File: src/rtl/multicycle_control.sv
// Control FSM for a multicycle MIPS-style datapath: sequences fetch, decode,
// execute, memory and write-back steps and drives the datapath control lines.
module multicycle_control (
  input  logic       clk,
  input  logic       reset,
  input  logic [5:0] op,
  input  logic       zero,
  input  logic       mem_ready,
  output logic [3:0] state,
  output logic       pc_write,
  output logic       ir_write,
  output logic       iord,
  output logic       mem_read,
  output logic       mem_write,
  output logic       reg_write,
  output logic       alu_src_a,
  output logic       zero_imm,
  output logic       instr_done,
  output logic       illegal_op,
  output logic [1:0] reg_dst,
  output logic [1:0] mem_to_reg,
  output logic [1:0] alu_src_b,
  output logic [1:0] pc_src,
  output logic [2:0] alu_op
);

  typedef enum logic [3:0] {
    S_FETCH  = 4'd0,
    S_DECODE = 4'd1,
    S_MEMADR = 4'd2,
    S_MEMRD  = 4'd3,
    S_MEMWB  = 4'd4,
    S_MEMWR  = 4'd5,
    S_EXEC   = 4'd6,
    S_ALUWB  = 4'd7,
    S_BRANCH = 4'd8,
    S_JUMP   = 4'd9,
    S_IEXEC  = 4'd10,
    S_IWB    = 4'd11,
    S_JAL    = 4'd12
  } state_t;

  localparam logic [5:0] OP_R    = 6'h00;
  localparam logic [5:0] OP_ADDI = 6'h08;
  localparam logic [5:0] OP_ANDI = 6'h0c;
  localparam logic [5:0] OP_ORI  = 6'h0d;
  localparam logic [5:0] OP_LUI  = 6'h0f;
  localparam logic [5:0] OP_LW   = 6'h23;
  localparam logic [5:0] OP_SW   = 6'h2b;
  localparam logic [5:0] OP_BEQ  = 6'h04;
  localparam logic [5:0] OP_BNE  = 6'h05;
  localparam logic [5:0] OP_J    = 6'h02;
  localparam logic [5:0] OP_JAL  = 6'h03;

  localparam logic [2:0] ALU_AND   = 3'b000;
  localparam logic [2:0] ALU_OR    = 3'b001;
  localparam logic [2:0] ALU_ADD   = 3'b011;
  localparam logic [2:0] ALU_SUB   = 3'b100;
  localparam logic [2:0] ALU_LUI   = 3'b101;
  localparam logic [2:0] ALU_JAL   = 3'b110;
  localparam logic [2:0] ALU_FUNCT = 3'b111;

  typedef struct packed {
    logic       pc_write;
    logic       ir_write;
    logic       iord;
    logic       mem_read;
    logic       mem_write;
    logic       reg_write;
    logic       alu_src_a;
    logic       zero_imm;
    logic       instr_done;
    logic       illegal_op;
    logic [1:0] reg_dst;
    logic [1:0] mem_to_reg;
    logic [1:0] alu_src_b;
    logic [1:0] pc_src;
    logic [2:0] alu_op;
  } ctrl_t;

  state_t     state_q, state_d;
  ctrl_t      ctrl, ctrl_out;
  logic [2:0] imm_alu_op;
  logic       imm_zero_ext;
  logic       branch_taken;
  logic       legal_op;

  always_comb begin
    imm_alu_op   = ALU_ADD;
    imm_zero_ext = 1'b0;
    case (op)
      OP_ANDI: begin imm_alu_op = ALU_AND; imm_zero_ext = 1'b1; end
      OP_ORI:  begin imm_alu_op = ALU_OR;  imm_zero_ext = 1'b1; end
      OP_LUI:  imm_alu_op = ALU_LUI;
      default: imm_alu_op = ALU_ADD;
    endcase
  end

  always_comb begin
    case (op)
      OP_R, OP_ADDI, OP_ANDI, OP_ORI, OP_LUI, OP_LW, OP_SW,
      OP_BEQ, OP_BNE, OP_J, OP_JAL: legal_op = 1'b1;
      default:                      legal_op = 1'b0;
    endcase
  end

  assign branch_taken = ((op == OP_BEQ) && zero) || ((op == OP_BNE) && !zero);

  // State register
  always_ff @(posedge clk) begin
    if (reset) state_q <= S_FETCH;
    else       state_q <= state_d;
  end

  // Next-state logic
  always_comb begin
    state_d = S_FETCH;
    case (state_q)
      S_FETCH:  state_d = mem_ready ? S_DECODE : S_FETCH;
      S_DECODE: begin
        case (op)
          OP_LW, OP_SW:                      state_d = S_MEMADR;
          OP_R:                              state_d = S_EXEC;
          OP_ADDI, OP_ANDI, OP_ORI, OP_LUI:  state_d = S_IEXEC;
          OP_BEQ, OP_BNE:                    state_d = S_BRANCH;
          OP_J:                              state_d = S_JUMP;
          OP_JAL:                            state_d = S_JAL;
          default:                           state_d = S_FETCH;
        endcase
      end
      S_MEMADR: state_d = (op == OP_SW) ? S_MEMWR : S_MEMRD;
      S_MEMRD:  state_d = mem_ready ? S_MEMWB : S_MEMRD;
      S_MEMWR:  state_d = mem_ready ? S_FETCH : S_MEMWR;
      S_EXEC:   state_d = S_ALUWB;
      S_IEXEC:  state_d = S_IWB;
      default:  state_d = S_FETCH;
    endcase
  end

  // Output logic; undefined state codes fall through to all-zero
  always_comb begin
    ctrl = '0;
    case (state_q)
      S_FETCH: begin
        ctrl.mem_read  = 1'b1;
        ctrl.alu_src_b = 2'b01;
        ctrl.alu_op    = ALU_ADD;
        ctrl.ir_write  = mem_ready;
        ctrl.pc_write  = mem_ready;
      end
      S_DECODE: begin
        ctrl.alu_src_b  = 2'b11;
        ctrl.alu_op     = ALU_ADD;
        ctrl.illegal_op = !legal_op;
        ctrl.instr_done = !legal_op;
      end
      S_MEMADR: begin
        ctrl.alu_src_a = 1'b1;
        ctrl.alu_src_b = 2'b10;
        ctrl.alu_op    = ALU_ADD;
      end
      S_MEMRD: begin
        ctrl.mem_read = 1'b1;
        ctrl.iord     = 1'b1;
      end
      S_MEMWB: begin
        ctrl.reg_write  = 1'b1;
        ctrl.mem_to_reg = 2'b01;
        ctrl.instr_done = 1'b1;
      end
      S_MEMWR: begin
        ctrl.mem_write  = 1'b1;
        ctrl.iord       = 1'b1;
        ctrl.instr_done = mem_ready;
      end
      S_EXEC: begin
        ctrl.alu_src_a = 1'b1;
        ctrl.alu_op    = ALU_FUNCT;
      end
      S_ALUWB: begin
        ctrl.reg_write  = 1'b1;
        ctrl.reg_dst    = 2'b01;
        ctrl.instr_done = 1'b1;
      end
      S_IEXEC: begin
        ctrl.alu_src_a = 1'b1;
        ctrl.alu_src_b = 2'b10;
        ctrl.alu_op    = imm_alu_op;
        ctrl.zero_imm  = imm_zero_ext;
      end
      S_IWB: begin
        ctrl.reg_write  = 1'b1;
        ctrl.alu_op     = imm_alu_op;
        ctrl.zero_imm   = imm_zero_ext;
        ctrl.instr_done = 1'b1;
      end
      S_BRANCH: begin
        ctrl.alu_src_a  = 1'b1;
        ctrl.alu_op     = ALU_SUB;
        ctrl.pc_src     = 2'b01;
        ctrl.pc_write   = branch_taken;
        ctrl.instr_done = 1'b1;
      end
      S_JUMP: begin
        ctrl.pc_src     = 2'b10;
        ctrl.pc_write   = 1'b1;
        ctrl.instr_done = 1'b1;
      end
      S_JAL: begin
        ctrl.pc_src     = 2'b10;
        ctrl.pc_write   = 1'b1;
        ctrl.reg_write  = 1'b1;
        ctrl.reg_dst    = 2'b10;
        ctrl.mem_to_reg = 2'b10;
        ctrl.alu_op     = ALU_JAL;
        ctrl.instr_done = 1'b1;
      end
      default: ctrl = '0;
    endcase
  end

  // Reset masks every strobe combinationally so an in-flight instruction cannot commit
  assign ctrl_out = reset ? '0 : ctrl;

  assign state      = state_q;
  assign pc_write   = ctrl_out.pc_write;
  assign ir_write   = ctrl_out.ir_write;
  assign iord       = ctrl_out.iord;
  assign mem_read   = ctrl_out.mem_read;
  assign mem_write  = ctrl_out.mem_write;
  assign reg_write  = ctrl_out.reg_write;
  assign alu_src_a  = ctrl_out.alu_src_a;
  assign zero_imm   = ctrl_out.zero_imm;
  assign instr_done = ctrl_out.instr_done;
  assign illegal_op = ctrl_out.illegal_op;
  assign reg_dst    = ctrl_out.reg_dst;
  assign mem_to_reg = ctrl_out.mem_to_reg;
  assign alu_src_b  = ctrl_out.alu_src_b;
  assign pc_src     = ctrl_out.pc_src;
  assign alu_op     = ctrl_out.alu_op;

endmodule

File: config.mk
export PLATFORM = sky130hd
export DESIGN_NAME = multicycle_control
export DESIGN_NICKNAME = d
export VERILOG_FILES = /design/src/rtl/multicycle_control.sv
export SDC_FILE = /design/constraint.sdc
export NUM_CORES = 1
export LEC_CHECK = 0
export BUFFER_PORTS_ARGS = -buffer_cell sky130_fd_sc_hd__buf_2
export CORE_MARGIN = 2
export CORE_UTILIZATION = 42
export DETAILED_ROUTE_END_ITERATION = 12
export PLACE_DENSITY_LB_ADDON = 0.05
export SLEW_MARGIN = 25
export SYNTH_ARGS = -nofsm -noshare
export SYNTH_HDL_FRONTEND = slang
export SYNTH_SLANG_ARGS = --single-unit
File: constraint.sdc
create_clock -name clk -period 1.7 [get_ports clk]
set_input_delay 0.34 -clock clk [delete_from_list [all_inputs] [get_ports clk]]
set_output_delay 0.34 -clock clk [all_outputs]
set_load 0.02 [all_outputs]
==> results of run 1 <==
-- repair_timing --
action                                  in CTS
setup buffers                                5
gates resized for setup                     50
endpoints found under the setup margin      22
pin swaps                                   14
gates cloned                                 2
-- synthesized netlist by cell type (2+ instances only) --
master | count | area, um^2
buf_1 | 2 | 7.51
o21ai_1 | 5 | 25.0
nor4_1 | 4 | 25.0
nor2b_1 | 3 | 18.8
a21oi_1 | 14 | 70.1
a211oi_1 | 3 | 22.5
clkbuf_1 | 10 | 37.5
inv_1 | 4 | 15.0
o211ai_1 | 2 | 15.0
nand2_1 | 12 | 45.0
and3_1 | 2 | 12.5
or3_1 | 2 | 12.5
dfxtp_1 | 4 | 80.1
nor2_1 | 14 | 52.6
nand2b_1 | 8 | 50.1
o21ai_0 | 4 | 20.0
a31oi_1 | 2 | 12.5
nand4bb_1 | 2 | 22.5
nand3_1 | 3 | 15.0
nor3_1 | 8 | 40.0
-- metrics by stage --
stage / worst slack (ps) / instances / area, um^2 / util [%]
global placement: -148 / 205 / 1260 / 71.6
floorplan: -258 / 132 / 927 / -
detailed placement: -187 / 205 / 1260 / 71.6
CTS: -246 / 215 / 1580 / 89.7
-- logic make-up after synthesis --
| group | count (synthesis) | synth area share (%) |
|---|---|---|
| buffers and inverters | 20 | 10.9 |
| XOR/XNOR | 2 | 2.18 |
| flip-flops | 4 | 9.98 |
| AO/OA/AOI/OAI | 41 | 32.1 |
| AND/OR/NAND/NOR | 65 | 44.8 |
==> impl_metrics.yaml, run 1 <==
outcome:
  run_status: "did not finish"
  failing_step: "5_1_grt"
  error_message: "[ERROR DPL-0033] detailed placement checks failed during check placement."
synthesis:
  mapped_nets: 142
  synth.yosys.seq_area_share_pct: 9.98
  yosysWarningCount: 0
  ys.flop_type: "dfxtp_1"
  synth-edff-count: 0
  synth-seq-cells: 4
  yosysUniqueCellTypes: 44
  post_synth_instance_area_um2: 802
  syn_inst_count: 132
  ys_async_sr_fraction_pct: 0
  post_synth.cell_area_avg_um2: 6.08
placed_design:
  globalplace.congestion: 0.888
  hpwlAfterDp_um: 2110
  place.port_buffers: 34
clocking:
  cts-buffers-inserted: 3
  htreeDepth: 1
  cts_root_buf: "clkbuf_4"
  cts.sink_count: 4
  ctsHoldBuffers: 0
  cts-root-to-sink-buffers: 2
die:
  die_h_um: 47.7
  boundaryPins: 35
  standard_cell_row_count: 15
  fp.dieW_um: 47.7
  floorplan.initialDensity_pct: 45.5
global_route:
  pin_count_of_the_biggest_net_entering_global_routing: 27
  antenna_found_initial: 0
timing:
  worstEndpointGrtRepair: "instr_done"
  worstEndpointType: "top-level output"
==> inputs of run 2 (changes only) <==
--- a/config.mk
+++ b/config.mk
@@ -6,10 +6,10 @@
 export NUM_CORES = 1
 export LEC_CHECK = 0
 export BUFFER_PORTS_ARGS = -buffer_cell sky130_fd_sc_hd__buf_2
-export CORE_MARGIN = 2
-export CORE_UTILIZATION = 42
+export CORE_AREA = 2 2 63 65
 export DETAILED_ROUTE_END_ITERATION = 12
-export PLACE_DENSITY_LB_ADDON = 0.05
+export DIE_AREA = 0 0 65 67
+export PLACE_DENSITY_LB_ADDON = 0.15
 export SLEW_MARGIN = 25
 export SYNTH_ARGS = -nofsm -noshare
 export SYNTH_HDL_FRONTEND = slang
==> constraint.sdc (replaced) <==
create_clock -name clk -period 2.2 [get_ports clk]
set_input_delay 0.44 -clock clk [delete_from_list [all_inputs] [get_ports clk]]
set_output_delay 0.44 -clock clk [all_outputs]
set_load 0.02 [all_outputs]
==> run 2 against run 1 <==
- the flow now finishes without violations
- synthesized area unchanged
- synthesized cell count unchanged
==> impl_metrics.yaml, run 2 <==
finish:
  antenna_cells: 0
  mostFrequentLayoutCells: "34 x buf_2, 14 x nor2_1, 14 x a21oi_1, 12 x nand2_1, 8 x nand2b_1"
  fillCellCount: 398
  layout_commonest_cell: "buf_2"
  final-instance-count-excl-fill: 209
  largest_register_ff_count: 4
  syn2layout_area_growth_pct: 35.6
  post_route_cells_drive_above_1_share_pct: 31.7
  final_nets: 173
  multiInputGateArea_um2: 664
  finalCoreUtilization_pct: 30.2
  seq_area_um2: 80.1
power_and_ir_drop:
  design_power_total_w: 0.000413
  max-vdd-ir-drop_mv: 0.218
  power.share.clock_pct: 38.5
  switching_share_pct: 37.8
  static-leakage-power_nw: 0.450
  net-switching-power_w: 0.000156
  power.share.combinational_pct: 42.7
  share_seq_of_total_power_pct: 18.8
  internal-power_w: 0.000257
  pwr_density_cell_mw_per_mm2: 380
timing:
  setup_tns_ps: 0
  final_max_slew_viol_count: 0
  max_slew.worst_pin.slew_ps: 390
  worst_clock_skew_ps: 7.42
  relSlewSlack_pct: 74.0
  finalSetupViolations: 0
  crit_share_post_route_pct: 95.2
  timing_hold_violations_final: 0
  grt_setup_unrepaired: "false"
  timing.final.crit_period_ps: 2090
  worst_slack_ps: 106
  max_freq_mhz: 478
placed_design:
  hpwlAfterDp_um: 2090
  place_inst: 206
  globalplace.congestion: 0.798
  place.port_buffers: 34
  place_ws_ps: 92.8
worst_setup_path:
  crit_type: "reg -> out"
  cp_max_fo: 20
  critPathLaunch: "state[1]"
  worst_r2r_src: "state[3]"
  worstSetupStartpointType: "flip-flop"
  cp_data_required_time_ps: 1760
  critical_path_arrival_ps: 1650
  timing.critical_path.to_type: "output port"
synthesis:
  yosys.area.top_type: "dfxtp_1"
  ys_async_sr_fraction_pct: 0
  ys.flop_type: "dfxtp_1"
  yosysWarningCount: 0
  mapped_nets: 142
  syn_inst_count: 132
  synthTopCellsByCount: "14 x a21oi_1, 14 x nor2_1, 12 x nand2_1"
  synth.yosys.seq_area_share_pct: 9.98
  post_synth.cell_area_avg_um2: 6.08
  yosysUniqueCellTypes: 44
  yosysTopAreaCellShare_pct: 9.98
  post_synth_instance_area_um2: 802
  ys_top_cells_by_area: "dfxtp_1 10%, a21oi_1 8.7%, nor2_1 6.6%"
  synth-seq-cells: 4
  synth-edff-count: 0
global_route:
  grt_use_total_pct: 14.0
  grt_pass1_wl_um: 4730
  antenna_found_initial: 0
  pin_count_of_the_biggest_net_entering_global_routing: 27
  total_overflow_reported_by_the_global_router: 0
  first_global_vias: 978
drt:
  route.vias.total: 1072
  residual_drc: 0
  firstDrtPassIters: 4
  final_ant_viol_nets: 0
  wirelength_um: 2870
  routed_length_per_placed_instance_um: 13.7
  number_of_vias_per_cell: 5.13
  dr.first_iter.drc_count: 64
clocking:
  htreeDepth: 1
  cts-buffers-inserted: 3
  postCtsSetupRepairBufs: 0
  clock_insertion_delay_worst_skew_ps: 220
  clock_transition_at_the_registers_of_the_reported_paths_ps: 40
  cts.sink_count: 4
  cts_tree: "yes"
  cts-root-to-sink-buffers: 2
  cts_root_buf: "clkbuf_8"
die:
  boundaryPins: 35
  floorplan.initialDensity_pct: 22.2
  core_area_mm2: 0.00361
  fp.dieW_um: 65
  standard_cell_row_count: 22
  die_h_um: 67
  die-area_mm2: 0.00436
hold_path:
  hold_path_class: "in -> reg"
  worst_hold_startpoint: "op[4]"
outcome:
  run_status: "completed"
flow_run:
  maxCapViolCount: 0
-- run 2: worst max-delay path, cell delays in order, from the launching register on --
cell	delay, ps
dfxtp_1	300
buf_4	200
nand2b_1	170
o21a_1	170
o221ai_1	280
o41ai_2	120
buf_2	170
-- run 2: layer usage --
layer	track usage, %	vias up	part of all wire (%)
li1	-	539	-
met1	19.4	490	50
met2	21.4	38	44
met3	2.03	5	4.4
met4	5.85	0	1.5
met5	0	-	0
-- run 2: final timing paths --
| path | end | slack, ps | cells past startpoint |
|---|---|---|---|
| worst min-delay path | state[1] | 610 | 3 |
| worst max register to register | state[2] | 230 | 4 |
| worst min register to register | state[1] | 690 | 3 |
| worst max-delay path | instr_done | 110 | 6 |
-- run 2: kinds of logic (layout without fill, tap and decap cells) --
kind of cell | Yosys count | count (layout) | synth area share (%)
AOI/OAI and AO/OA | 41 | 41 | 32.1
DFF | 4 | 4 | 9.98
buffers and inverters | 20 | 49 | 10.9
and+or+nand+nor | 65 | 65 | 44.8
xor gates and xnor gates | 2 | 2 | 2.18
-- run 2: power groups by stage --
stage / clock (W) / sequential (W) / combinational [W]
floorplan: 0 / 0.0000829 / 0.000113
global placement: 0 / 0.0000785 / 0.000175
detailed placement: 0 / 0.0000788 / 0.000175
CTS: 0.000165 / 0.0000777 / 0.000176
global route: 0.000172 / 0.0000780 / 0.000193
finish: 0.000159 / 0.0000777 / 0.000176
-- run 2: repair_timing --
action / in CTS / in global routing
hold buffers: 0 / 0
gates resized for setup: 0 / 1
hold endpoints to repair: 0 / 0
endpoints found under the setup margin: 0 / 1
-- run 2: stage by stage --
stage | instance area [um^2] | hold WS, ps
after floorplan | 826 | 613
after global placement | 1040 | 696
after detailed placement | 1040 | 685
after CTS | 1080 | 606
after global routing | 1090 | 642
final | 1090 | 609
-- run 2: layout make-up --
type | instances | area share, %
Multi-Input combinational cell | 108 | 61.1
Timing Repair Buffer | 41 | 20.5
Sequential cell | 4 | 7.36
Tap cell | 48 | 5.52
Clock buffer | 3 | 3.80
Inverter | 5 | 1.73
No activity file was read; power rests on OpenSTA's default activity.
==> inputs of run 3 (changes only) <==
==> constraint.sdc (replaced) <==
create_clock -name clk -period 2.2 [get_ports clk]
set_input_delay 0.11 -clock clk [delete_from_list [all_inputs] [get_ports clk]]
set_output_delay 0.11 -clock clk [all_outputs]
set_load 0.02 [all_outputs]
==> run 3 against run 2 <==
- highest routed layer unchanged
- final area shrank 4.8%
- sequential share of layout area up 0.37 points
- critical endpoint unchanged
- die area is the same
- clock skew fell by 5.6 ps
- hold slack got worse by 300 ps
- total power is 4.8% lower
- largest power group unchanged
- largest cell class unchanged
- count of clock-buffer cells in the layout stayed put
- wire length shrank 4.7%
==> impl_metrics.yaml, run 3 (synthesized netlist as in run 2, its figures left out) <==
die:
  die-area_mm2: 0.00436
  die_h_um: 67
  standard_cell_row_count: 22
  fp.dieW_um: 65
  core_area_mm2: 0.00361
  floorplan.initialDensity_pct: 22.2
  boundaryPins: 35
worst_setup_path:
  crit_type: "reg -> out"
  setup.reg_to_reg.worst_slack_ps: 350
  critical_path_arrival_ps: 1780
  worstSetupStartpointType: "flip-flop"
  critical-path-max-stage-delay_ps: 300
  worst_r2r_src: "state[3]"
  crit_chain: "buf_4, nand2b_1, o21a_1, o221ai_1, o41ai_1, buf_2"
  regToRegEndpoint: "state[2]"
  cpMaxStageDelayCell: "dfxtp_1"
  reg2regPathDepth: 4
  cp_max_fo: 20
  cp_data_required_time_ps: 2090
  timing.critical_path.to_type: "output port"
finish:
  largest_register_ff_count: 4
  final_nets: 170
  post_route_cells_drive_above_1_share_pct: 27.2
  syn2layout_area_growth_pct: 29.0
  fillCellCount: 420
  mostFrequentLayoutCells: "34 x buf_2, 14 x nor2_1, 14 x a21oi_1, 12 x nand2_1"
  stdcell_area_mm2: 0.00103
  antenna_cells: 0
  layout_commonest_cell: "buf_2"
clocking:
  cts_root_buf: "clkbuf_8"
  cts-buffers-inserted: 3
  cts-root-to-sink-buffers: 2
  cts_tree: "yes"
  cts.sink_count: 4
  clock_transition_at_the_registers_of_the_reported_paths_ps: 30
  clock_insertion_delay_worst_skew_ps: 210
  htreeDepth: 1
  ctsHoldBuffers: 0
  postCtsSetupRepairBufs: 0
  post_cts_resize_count: 0
timing:
  grt_setup_unrepaired: "false"
  timing.final.crit_period_ps: 1890
  worst_clock_skew_ps: 1.87
  setup_tns_ps: 0
  final_max_slew_viol_count: 0
  max_slew.worst_pin.slew_ps: 355
  relSlewSlack_pct: 76.3
  crit_share_post_route_pct: 85.9
  timing_hold_violations_final: 0
  max_freq_mhz: 529
  finalSetupViolations: 0
outcome:
  run_status: "completed"
flow_run:
  maxCapViolCount: 0
global_route:
  pin_count_of_the_biggest_net_entering_global_routing: 27
  antenna_found_initial: 0
  grt_pass1_wl_um: 4420
  total_overflow_reported_by_the_global_router: 0
  first_global_vias: 926
  grt_use_total_pct: 12.7
drt:
  wirelength_um: 2730
  residual_drc: 0
  final_ant_viol_nets: 0
  route.vias.total: 1074
  routed_length_per_placed_instance_um: 13.3
  number_of_vias_per_cell: 5.21
  dr.first_iter.drc_count: 37
  firstDrtPassIters: 4
hold_path:
  worst_hold_startpoint: "op[4]"
  hold_path_class: "in -> reg"
  endpoint_of_the_worst_hold_timing_path: "state[1]"
  min_delay_path_depth: 3
placed_design:
  place.port_buffers: 34
  globalplace.congestion: 0.755
  dpl-instance-area_um2: 993
  hpwlAfterDp_um: 2050
power_and_ir_drop:
  static-leakage-power_nw: 0.428
  max-vdd-ir-drop_mv: 0.171
  pwr_density_cell_mw_per_mm2: 380
-- run 3: metal layers --
| metal | wire (um) | GRT usage, % | up-vias |
|---|---|---|---|
| met5 | 0 | 0 | - |
| met4 | 19 | 3.99 | 0 |
| met3 | 176 | 2.53 | 2 |
| met2 | 1250 | 19.8 | 36 |
| met1 | 1290 | 17.4 | 500 |
| li1 | - | - | 536 |
-- run 3: layout make-up --
class                   count  area, um^2  share of cell area (%)
repair buffers             38         200                    19.3
inverters                   5        18.8                    1.81
well taps                  48        60.1                    5.80
clock buffers               3        41.3                    3.99
multi-input cells         108         634                    61.3
flip-flops and latches      4        80.1                    7.74
-- run 3: how the worst max path moves through the flow --
stage          slack, ps    endpoint     start  cells after the start
6_report             310  instr_done  state[1]                      6
4_1_cts              300  instr_done  state[1]                      6
3_5_place_dp         350    state[2]  state[3]                      4
2_1_floorplan        240    state[2]  state[3]                      5
3_3_place_gp         410    state[2]  state[3]                      4
5_1_grt              230  instr_done  state[1]                      6
-- run 3: critical path, delay by kind of cell (launching register included) --
family	cells	cell delay, ps
AO/OA/AOI/OAI	3	590
flip-flops	1	300
buffers and inverters	2	370
AND/OR/NAND/NOR	1	300
-- run 3: report_power, final --
| group | internal, W | total, W | leakage, nW | switching (W) |
|---|---|---|---|---|
| clock | 0.000116 | 0.000149 | 0.0216 | 0.0000329 |
| combinational | 0.0000576 | 0.000167 | 0.374 | 0.000109 |
| sequential | 0.0000763 | 0.0000776 | 0.0325 | 0.00000131 |
| total | 0.000250 | 0.000393 | 0.428 | 0.000143 |
-- run 3: through the flow --
step	utilization [%]	hold WS, ps	std cells	total power, W	setup WS [ps]
4_1_cts	28.7	299	206	0.000398	302
6_report	28.7	309	206	0.000393	311
5_1_grt	28.7	345	206	0.000423	225
2_1_floorplan	-	283	132	0.000192	236
3_5_place_dp	27.6	514	203	0.000245	355
3_3_place_gp	27.6	535	203	0.000244	409
==> inputs of run 4 (changes only) <==
==> constraint.sdc (replaced) <==
create_clock -name clk -period 1.7 [get_ports clk]
set_input_delay 0.085 -clock clk [delete_from_list [all_inputs] [get_ports clk]]
set_output_delay 0.085 -clock clk [all_outputs]
set_load 0.02 [all_outputs]
==> run 4 against run 3 <==
- critical endpoint is now state[2]
- critical path depth decreased by 2
- total power up 34%
- hold slack worse by 25 ps
- register-to-register slack got worse by 460 ps
- final area rose by 7.9%
- sequential power grew 30%
- the flow now finishes with violations (negative setup slack)
- clock power grew 31%
- sequential share of layout area fell by 0.34 points
- worst setup slack lost 420 ps
- global-route usage grew 0.36 points
- core utilization increased by 2.3 points
==> impl_metrics.yaml, run 4 (synthesized netlist as in run 2, its figures left out) <==
outcome:
  run_status: "finished with violations"
  violations: "negative setup slack"
clocking:
  clock_transition_at_the_registers_of_the_reported_paths_ps: 30
  cts.sink_count: 4
  cts_root_buf: "clkbuf_8"
  cts_tree: "yes"
  clock_insertion_delay_worst_skew_ps: 210
  htreeDepth: 1
  ctsHoldBuffers: 0
  cts-root-to-sink-buffers: 2
  postCtsSetupRepairBufs: 0
  cts-buffers-inserted: 3
  post_cts_resize_count: 3
global_route:
  grt_use_total_pct: 13.1
  total_overflow_reported_by_the_global_router: 0
  antenna_found_initial: 0
  first_global_vias: 935
  pin_count_of_the_biggest_net_entering_global_routing: 27
  grt_pass1_wl_um: 4540
flow_run:
  maxCapViolCount: 0
hold_path:
  hold_path_class: "in -> reg"
timing:
  timing.final.crit_period_ps: 1810
  finalSetupViolations: 3
  max_freq_mhz: 553
  relSlewSlack_pct: 71.6
  fin_hold_ws_ps: 283
  final_max_slew_viol_count: 0
  timing_hold_violations_final: 0
  crit_share_post_route_pct: 106
  worst_clock_skew_ps: 2.93
  grt_setup_unrepaired: "true"
  max_slew.worst_pin.slew_ps: 427
  worst_slack_ps: -108
drt:
  wirelength_um: 2740
  routed_length_per_placed_instance_um: 13.2
  final_ant_viol_nets: 0
  route.vias.total: 1046
  dr.first_iter.drc_count: 30
  number_of_vias_per_cell: 5.03
  firstDrtPassIters: 5
  residual_drc: 0
worst_setup_path:
  crit_type: "reg -> reg"
  cp_max_fo: 2
  timing.critical_path.to_type: "flip-flop"
  critical_path_arrival_ps: 1930
  cp_data_required_time_ps: 1820
  setup.reg_to_reg.worst_slack_ps: -110
  worstSetupStartpointType: "flip-flop"
finish:
  finalCoreUtilization_pct: 31.0
  final_nets: 172
  syn2layout_area_growth_pct: 39.2
  mostFrequentLayoutCells: "34 x buf_2, 14 x a21oi_1, 13 x nor2_1, 12 x nand2_1, 8 x nand2b_1"
  post_route_cells_drive_above_1_share_pct: 36.9
  layout_commonest_cell: "buf_2"
  fillCellCount: 410
  antenna_cells: 0
  largest_register_ff_count: 4
power_and_ir_drop:
  pwr_density_cell_mw_per_mm2: 473
  max-vdd-ir-drop_mv: 0.233
  static-leakage-power_nw: 0.450
placed_design:
  hpwlAfterDp_um: 2020
  place.port_buffers: 34
  globalplace.congestion: 0.756
die:
  die_h_um: 67
  standard_cell_row_count: 22
  core_area_mm2: 0.00361
  fp.dieW_um: 65
  floorplan.initialDensity_pct: 22.2
  die-area_mm2: 0.00436
  boundaryPins: 35
-- run 4: cell count changes in the layout (fill, tap and decap cells not counted), moves of 2 or more --
cell / change
nor3_1: -2
dfxtp_2: +2
nor4_2: +3
buf_4: +2
nor4_1: -3
nor3_2: +2
dfxtp_1: -2
-- run 4: worst paths after layout --
path | from | endpoint | depth (start not counted)
setup / recovery | state[3] | state[2] | 4
hold / removal | op[4] | state[1] | 3
setup reg to reg | state[3] | state[2] | 4
hold reg to reg | state[3] | state[2] | 2
-- run 4: final cells by class --
type	count	area (um^2)	share of cell area, %
sequential	4	82.6	7.40
tap	48	60.1	5.38
timing repair buffer	40	215	19.3
clock buffer	3	41.3	3.70
multi-input combinational	108	698	62.6
inverter	5	18.8	1.68
-- run 4: worst max-delay path, stage by stage (launching register included) --
cell and delay [ps]:
dfxtp_2 310, or4b_4 530, or4_4 420, nand4bb_1 210
a311oi_2 250
-- run 4: power breakdown --
part / total, W / switching (W) / internal (W)
combinational: 0.000232 / 0.000148 / 0.0000846
sequential: 0.000101 / 0.00000175 / 0.0000988
clock: 0.000195 / 0.0000442 / 0.000150
-- run 4: per-layer routing --
layer | up-vias | part of all wire, % | global-route usage, % | wire, um
li1 | 540 | - | - | -
met3 | 0 | 4.6 | 2.20 | 125
met2 | 33 | 47 | 20.9 | 1290
met1 | 473 | 48 | 18.7 | 1330
met5 | - | 0 | 0 | 0
met4 | 0 | 0 | 1.60 | 0
-- run 4: stage by stage --
stage          power (W)  cells  TNS [ps]  worst slack (ps)  cell area (um^2)
3_5_place_dp    0.000327    205      -155              -110              1040
2_1_floorplan   0.000253    132      -613              -227               836
4_1_cts         0.000533    208      -314              -116              1100
5_1_grt         0.000570    208      -937              -173              1120
3_3_place_gp    0.000328    205      -106             -76.4              1040
6_report        0.000527    208      -236              -108              1120
